**config.mk**
```make
export PLATFORM = sky130hd
export DESIGN_NAME = enc_fhs
export DESIGN_NICKNAME = d
export VERILOG_FILES = /design/src/rtl/enc_fhs.sv
export SDC_FILE = /design/constraint.sdc
export NUM_CORES = 1
export LEC_CHECK = 0
export CELL_PAD_IN_SITES_DETAIL_PLACEMENT = 1
export CELL_PAD_IN_SITES_GLOBAL_PLACEMENT = 1
export CORE_MARGIN = 4
export CORE_UTILIZATION = 40
export DETAILED_ROUTE_END_ITERATION = 6
export PLACE_DENSITY_LB_ADDON = 0.1
export SLEW_MARGIN = 20
export SYNTH_ARGS = -nofsm -noshare
export SYNTH_HDL_FRONTEND = slang
export SYNTH_SLANG_ARGS = --single-unit
export TNS_END_PERCENT = 100
```
**constraint.sdc**
```tcl
create_clock -name clk_6M -period 1.9 [get_ports clk_6M]
set_clock_uncertainty 0.15 [all_clocks]
set_input_delay 0.38 -clock clk_6M [delete_from_list [all_inputs] [get_ports clk_6M]]
set_output_delay 0.38 -clock clk_6M [all_outputs]
set_load 0.02 [all_outputs]
```
**src/rtl/enc_fhs.sv**
```systemverilog
// FHS payload encoder: latches fields at start, serializes 144 payload bits LSB-first per field, then 16 CRC bits MSB-first.
// Latency: one bit per py_bitreq_p, registered, valid 1 cycle after request; start pulse aborts and restarts.
module enc_fhs (
    input  logic        clk_6M,
    input  logic        rstz,
    input  logic        enc_py_st_p,
    input  logic        py_bitreq_p,
    input  logic [33:0] Pbits,
    input  logic [23:0] LAP,
    input  logic        EIR,
    input  logic [1:0]  SR,
    input  logic [1:0]  SP,
    input  logic [7:0]  UAP,
    input  logic [15:0] NAP,
    input  logic [23:0] CoD,
    input  logic [2:0]  LT_ADDR,
    input  logic [25:0] CLK,
    input  logic [2:0]  PSM,
    input  logic [7:0]  crc_init,
    output logic        pyencdatout,
    output logic        py_datvalid_p,
    output logic        enc_busy,
    output logic        enc_done_p,
    output logic [7:0]  bitcount
);

    localparam int PY_BITS  = 144;
    localparam int CRC_BITS = 16;
    localparam logic [7:0] LAST_PY  = 8'(PY_BITS - 1);
    localparam logic [7:0] LAST_BIT = 8'(PY_BITS + CRC_BITS - 1);
    localparam logic [15:0] CRC_POLY = 16'h1021;

    typedef enum logic [1:0] {
        IDLE    = 2'd0,
        PAYLOAD = 2'd1,
        CRC     = 2'd2
    } state_t;

    state_t               state, state_nxt;
    logic [PY_BITS-1:0]   shreg;
    logic [15:0]          lfsr;
    logic                 py_step, crc_step, last_step;
    logic [PY_BITS-1:0]   py_load;

    // Bit 0 of the concatenation is the first bit on air; bit 59 is reserved.
    assign py_load = {PSM, CLK, LT_ADDR, CoD, NAP, UAP, SP, SR, 1'b0, EIR, LAP, Pbits};

    always_ff @(posedge clk_6M or negedge rstz) begin
        if (!rstz) begin
            state <= IDLE;
        end else begin
            state <= state_nxt;
        end
    end

    always_comb begin
        state_nxt = state;
        py_step   = 1'b0;
        crc_step  = 1'b0;
        last_step = 1'b0;
        if (enc_py_st_p) begin
            state_nxt = PAYLOAD;
        end else if (py_bitreq_p) begin
            case (state)
                PAYLOAD: begin
                    py_step = 1'b1;
                    if (bitcount == LAST_PY) begin
                        state_nxt = CRC;
                    end
                end
                CRC: begin
                    crc_step = 1'b1;
                    if (bitcount == LAST_BIT) begin
                        last_step = 1'b1;
                        state_nxt = IDLE;
                    end
                end
                default: state_nxt = state;
            endcase
        end
    end

    assign enc_busy = (state != IDLE);

    always_ff @(posedge clk_6M or negedge rstz) begin
        if (!rstz) begin
            shreg         <= '0;
            lfsr          <= '0;
            bitcount      <= '0;
            pyencdatout   <= 1'b0;
            py_datvalid_p <= 1'b0;
            enc_done_p    <= 1'b0;
        end else begin
            py_datvalid_p <= py_step | crc_step;
            enc_done_p    <= last_step;
            if (enc_py_st_p) begin
                shreg    <= py_load;
                lfsr     <= {8'h00, crc_init};
                bitcount <= '0;
            end else if (py_step) begin
                pyencdatout <= shreg[0];
                shreg       <= {1'b0, shreg[PY_BITS-1:1]};
                lfsr        <= {lfsr[14:0], 1'b0} ^ ((lfsr[15] ^ shreg[0]) ? CRC_POLY : 16'h0000);
                bitcount    <= bitcount + 8'd1;
            end else if (crc_step) begin
                pyencdatout <= lfsr[15];
                lfsr        <= {lfsr[14:0], 1'b0};
                bitcount    <= bitcount + 8'd1;
            end
        end
    end

endmodule
```
== After elaboration in Yosys (flattened, before gate mapping) ==
Cells that the tools add are included.
Word-level totals
  register bits: 173
  input bits: 155
  output and inout bits: 12
Operators by class
  add/sub/neg operators: 1
  equality and inequality tests: 6
  multiplexer cells: 26
  bitwise operators: 4
  reductions and logical operators: 8
Operators with widths (count)
  $mux W144: 2
  $mux W16: 3
  $mux W8: 3
  $eq A8 B8 Y1 const B: 2
  $xor A16 B13 Y16: 1
  $mux W13: 1
  $mux W1: 12
  $add A8 B1 Y8 const B: 1
  $mux W2: 4
  $reduce_bool A2 Y1: 4
  $ne A3 B3 Y1 const B: 2
  $reduce_bool A3 Y1: 2
  $pmux W2 S2: 1
  $reduce_and A4 Y1: 1
  $eq A2 B1 Y1 const B: 1
  $eq A2 B2 Y1 const B: 1
  $reduce_and A2 Y1: 1
  $not A1 Y1: 1
  $or A1 B1 Y1: 1
  $xor A1 B1 Y1: 1

== Longest topological paths before layout ==
  depth in word-level cells: 7
  gate-level depth with buffers: 7

== Worst setup path before layout ==
No wires, ideal clock.
  path kind: reg2reg
  start point: register state[0]
  end point: register bitcount[0]
  setup time: 0.129 ns
  arrival time: 1.358 ns
  setup slack: 0.263 ns
  cell stages (with the launch flop): 8
  path buffers: 3
  period minus slack after synthesis: 1.637 ns
  cells stage by stage: dfrtp_1 > buf_4 > xor2_2 > and2_4 > buf_8 > buf_12 > xnor2_1 > nor2_2
On the way
  word-level cells in the longest chain between the ends: 6
RTL lines
  from (decl): RTL line 39  | state_t state, state_nxt;
  from (signal assigned): RTL line 52  | state <= state_nxt;
  $eq A2 B1 Y1: RTL line 64  | case (state)
  $mux W1: RTL line 64
  $mux W1: RTL line 63  | end else if (py_bitreq_p) begin
  $mux W1: RTL line 61  | if (enc_py_st_p) begin
  $mux W8: RTL line 100  | end else if (py_step) begin
  $mux W8: RTL line 96  | if (enc_py_st_p) begin
  to (signal assigned): RTL line 104  | bitcount <= bitcount + 8'd1;
  to (signal assigned): RTL line 108  | bitcount <= bitcount + 8'd1;
  to (decl): RTL line 24  | output logic [7:0] bitcount
Parallel ways exist; a longest one is shown, timed or not.
A chain may end at the register's enable or synchronous reset.

== Final worst setup path ==
  start point: register state[0]
  end point: register shreg[70]
On the way
  word-level cells in the longest chain between the ends: 5
RTL lines
  $eq A2 B1 Y1: RTL line 64
  $mux W1: RTL line 64
  $mux W1: RTL line 63
  $mux W1: RTL line 61
  $reduce_bool A2 Y1 (no line)
  to (signal assigned): RTL line 97  | shreg <= py_load;
  to (signal assigned): RTL line 102  | shreg <= {1'b0, shreg[PY_BITS-1:1]};
  to (decl): RTL line 40  | logic [PY_BITS-1:0] shreg;
Every way passes these cells.

==> summary.txt <==
Layout
  • Most common cell after layout, fill and taps aside: dfrtp_1
  • P&R area growth vs syn: 33.7%
  • Most frequent cells in the layout: dfrtp_1, nand2_1, clkdlybuf4s50_1
  • Post-route cell area: 0.0107 sq mm
  • # diodes: 0
  • Final net count: 1075
  • Layout cells sized above 1: 0.0644

Synth
  • Seq cells post-synth: 173
  • Distinct cells, synth: 39
  • Synth area leaders: dfrtp_1, mux2i_1, nand2_1
  • Area share of the largest cell type after synthesis: 0.543
  • Sequential-to-total area share from yosys stat: 0.543
  • Post-synthesis net count: 924
  • Synth warn: 0
  • Post-synth ARST share: 1.00
  • Synth Cell Area: 0.00797 sq mm
  • Post-synth EDFFs: 0
  • Cell count after synthesis: 768
  • Dominant cell type by area after synthesis: dfrtp_1
  • Main synth FF type: dfrtp_1
  • Mean post-synth cell area: 10.4 sq um

Placed design
  • Post-DP HPWL: 14.0 mm
  • Placer Congestion: 0.779
  • Port Buffer Count: 166
  • Area after DPL: 0.00993 sq mm

Timing
  • Post-route clock period utilization: 0.937
  • Relative slew slack: 0.694
  • Max Freq: 562 MHz
  • Slew Limit Fails: 0
  • Final min period: 1.78 ns
  • RSZ-0062 raised after global routing: true
  • Total Neg Setup Slack: 0 ns
  • Endpoints failing setup: 0
  • Final hold violations: 0
  • Slew @ Worst Pin: 0.459 ns

Hold path
  • Worst min path class: primary input to register

Die
  • Initial Util: 0.408
  • Core area: 0.0195 sq mm
  • Die width: 149 um
  • Area of the die: 0.0222 sq mm
  • # IOs: 167
  • Num rows: 51
  • Die Y-Extent: 149 um

GRT
  • Largest net degree at the start of global routing: 136
  • Vias in the first global route: 6515
  • Global-route wire length before repair: 33.2 mm
  • Total track usage: 0.185
  • GR Overflow Total: 0
  • Initial antenna violation count: 0

CTS
  • Clk sinks: 173
  • # H-tree levels: 4
  • Clk Latency, worst-skew pair: 0.42 ns
  • Clk slew on worst S/H paths: 0.07 ns
  • CTS tree: yes
  • Maximum buffer depth of the clock tree: 2
  • Root Buffer: clkbuf_16
  • Setup Buffers After CTS: 0
  • Total CTS buffers: 17

Critical path
  • CP max FO: 33
  • CP arrival: 1.92 ns
  • Crit. End Element: register
  • CP max stage cell: dfrtp_1
  • Most frequent CP cell: buf_12
  • Worst Path Required: 2.04 ns
  • CP startpoint kind: register
  • Crit-path cells: buf_4 -> nand3b_1 -> buf_12 -> buf_12 -> mux2i_1 -> o21ai_1
  • Worst path bufs/invs: 3
  • CP top delay family: buffers and inverters
  • CP max stage delay: 0.38 ns
  • Critical path class: register to register

Detailed routing
  • 1st-iter DRT viols: 301
  • Via/cell ratio: 5.02
  • ANT nets after route: 0
  • Drt drc: 0
  • 1st-pass router iterations: 5
  • Total Wirelength: 20.0 mm
  • Wirelength per Cell: 16.7 um
  • Overall via count from detail_route: 6002

Power and ir drop
  • P_int: 0.00750 W
  • Worst vdd ir: 0.616 mV
  • Flop pwr share: 0.435
  • Clk network pwr share: 0.411
  • Pleak: 4.98 nW
  • Pwr Density: 926 mW/mm^2
  • Switching Share: 0.240
  • Power share of the combinational group: 0.154
  • P_sw: 0.00237 W

Flow run
  • Max_cap viols: 0

Outcome
  • Status: finished clean
-- stage by stage --
step | utilization | power, W | worst slack, ns | hold WS (ns) | instances
3_3_place_gp | 0.509 | 0.00579 | -0.108 | 0.191 | 1163
2_1_floorplan | - | 0.00517 | 0.263 | -0.0656 | 768
6_report | 0.546 | 0.00987 | 0.119 | 0.117 | 1196
4_1_cts | 0.543 | 0.00997 | 0.00163 | 0.101 | 1195
5_1_grt | 0.546 | 0.0104 | -0.00261 | 0.106 | 1196
3_5_place_dp | 0.509 | 0.00589 | -0.248 | 0.198 | 1163
-- per-layer routing --
metal | track usage | vias up | routed length (um)
met5 | 0 | - | 0
met4 | 0.0471 | 0 | 171
met3 | 0.0438 | 13 | 707
met2 | 0.309 | 112 | 10100
met1 | 0.245 | 2939 | 9050
li1 | - | 2938 | -
-- state kept, by name (all words and copies together), names as in the netlist --
register / cells
lfsr: 16
bitcount: 8
shreg: 144
py_datvalid_p: 1
state: 2
pyencdatout: 1
enc_done_p: 1
-- final timing paths --
path	start	end	slack (ns)	cells past startpoint
max	state[0]	shreg[70]	0.12	6
min	enc_py_st_p	bitcount[0]	0.12	2
max reg2reg	state[0]	shreg[70]	0.12	6
min reg2reg	lfsr[12]	lfsr[13]	0.38	2
max in group asynchronous	rstz	shreg[86]	0.63	3
min in group asynchronous	rstz	bitcount[7]	0.31	2
-- logic make-up (layout without fill, tap and decap cells) --
group	after synthesis	in the layout	share of synthesized area
AND/OR/NAND/NOR	201	201	0.103
buffers and inverters	61	224	0.0422
XOR/XNOR	10	10	0.0119
AO/OA/AOI/OAI	173	173	0.111
flip-flops	173	173	0.543
multiplexers	149	149	0.187
adder cells (fa/ha/maj)	1	1	0.00157
-- timing repair --
item / 4_1_cts / 5_1_grt
hold endpoints to repair: 40 / 0
resized for setup: 13 / 5
hold buffers: 1 / 0
endpoints found under the setup margin: 10 / 18
gates cloned: 0 / 1
-- worst register-to-register path: cells and delay by family, from the launching register on --
| kind | cells | cell delay [ns] |
|---|---|---|
| and+or+nand+nor | 1 | 0.15 |
| muxes | 1 | 0.28 |
| buffers and inverters | 3 | 0.60 |
| DFF | 1 | 0.38 |
| AOI/OAI and AO/OA | 1 | 0.08 |
-- Yosys cell counts (2+ instances only) --
cell      number
mux2i_1      149
xor2_1         4
and3_1         3
clkbuf_1      37
a21oi_1       13
xnor2_1        5
inv_1          4
dfrtp_1      173
nor2b_1        2
nand2_1      168
nand3_1        6
o21ai_1       38
nand4_1        3
o21ai_0      115
buf_4         13
buf_6          4
nor2_1         9
-- power groups by stage --
stage,Clock (W),Sequential [W],Combinational (W)
finish,0.00405,0.00430,0.00152
CTS,0.00413,0.00430,0.00154
global placement,0,0.00434,0.00145
detailed placement,0,0.00436,0.00153
floorplan,0,0.00430,0.000872
global route,0.00431,0.00435,0.00170
-- area by class of cell --
class / instances / area [sq um]
Sequential cell: 173 / 4330
Tap cell: 265 / 332
Timing Repair Buffer: 189 / 1990
Inverter: 4 / 15.0
Fill cell: 2111 / 8870
Multi-Input combinational cell: 534 / 3300
Clock inverter: 11 / 239
Clock buffer: 20 / 447
Note: power is estimated with default switching activity, not from simulation.
==> variant, RTL diff (same settings) <==
The 3 states of `state_t` get a one-hot encoding in 3 bits.
--- a/src/rtl/enc_fhs.sv
+++ b/src/rtl/enc_fhs.sv
@@ -30,10 +30,10 @@
     localparam logic [7:0] LAST_BIT = 8'(PY_BITS + CRC_BITS - 1);
     localparam logic [15:0] CRC_POLY = 16'h1021;
 
-    typedef enum logic [1:0] {
-        IDLE    = 2'd0,
-        PAYLOAD = 2'd1,
-        CRC     = 2'd2
+    typedef enum logic [2:0] {
+        IDLE    = 3'b001,
+        PAYLOAD = 3'b010,
+        CRC     = 3'b100
     } state_t;
 
     state_t               state, state_nxt;
Function: no difference found for any inputs over 10 cycles, from zero or initial values and one cycle with rstz low; not proved beyond that.
==> variant against the unedited design <==
The run now ends with setup timing left; cell count grew 2.1%; power is 7.1% lower; clock power is 17% lower; critical path depth up 1; combinational power about the same; cell area grew 7.0%; setup slack got worse by 0.22 ns; sequential cell count increased by 1; routed wire length is 10% higher; count of clock-buffer cells in the layout fell by 3; sequential share of layout area decreased by 2.4 points; synthesized cell count down 1.7%; area after synthesis up 1.1%; largest power group unchanged.
==> variant: results <==
export IMPL_status="finished, violations left"
export IMPL_violations="setup timing"
export IMPL_grt_max_degree=73
export IMPL_setup_slack_ns=-0.0968
export IMPL_synth_fa_ha_area_frac=0.00155
export IMPL_relSlewSlack=0.716
export IMPL_grt_use_total=0.195
export IMPL_synthTopCellsByArea="dfrtp_1 54%, mux2i_1 19%, nand2_1 7.2%"
export IMPL_syn_inst=755
export IMPL_p_clk_mw=3.35
export IMPL_drtIter0Drc=280
export IMPL_muxShareOfSynthArea=0.189
export IMPL_place_ws_ns=-0.316
export IMPL_critPathTopFamily="flip-flops"
export IMPL_synth_compound_area_frac=0.113
export IMPL_postPlaceCellArea_um2=10100
export IMPL_routedWlPerCell_um=18.0
export IMPL_firstDrtPassIters=6
export IMPL_drive_above_1_share=0.126
export IMPL_postRouteWirelength_um=22000
export IMPL_fillerInstances=2100
export IMPL_critPathSlowestCell="dfstp_2"
export IMPL_post_cts_resized=42
export IMPL_p_sw_mw=2.43
export IMPL_postCtsSetupRepairBufs=10
export IMPL_finalPower_mw=9.17
export IMPL_synth_fp_nets=911
export IMPL_finalSetupViolations=95
export IMPL_peakVddDrop_v=0.000538
export IMPL_grt_pass1_vias=6805
export IMPL_fin_nets=1100
export IMPL_seqCellArea_um2=4360
export IMPL_p_leak_nw=5.21
export IMPL_ys_seq_area_frac=0.541
export IMPL_synth_top_area_frac=0.538
-- variant: per-layer routing --
metal	GRT usage	up-vias	part of all wire
met3	0.0391	23	0.035
li1	-	2995	-
met1	0.246	3077	0.42
met5	0	-	0
met2	0.342	116	0.53
met4	0.0489	0	0.014
-- variant: final cells by class --
| class | instances | share of cell area |
|---|---|---|
| timing repair buffer | 225 | 0.232 |
| tap | 265 | 0.0291 |
| clock buffer | 17 | 0.0373 |
| sequential | 174 | 0.382 |
| inverter | 1 | 0.000329 |
| multi-input combinational | 525 | 0.307 |
| clock inverter | 14 | 0.0120 |
-- variant: worst paths after layout --
path,to,slack (ns),depth (start not counted)
min in group asynchronous,shreg[96]$_DFFE_PN0P_,0.29,2
worst max register to register,shreg[94]$_DFFE_PN0P_,-0.1,7
max in group asynchronous,state[0]$_DFFE_PN1P_,0.66,3
worst min register to register,lfsr[15]$_DFFE_PN0P_,0.37,1
worst min-delay path,enc_done_p$_DFF_PN0_,0.18,3
worst max-delay path,shreg[94]$_DFFE_PN0P_,-0.1,7
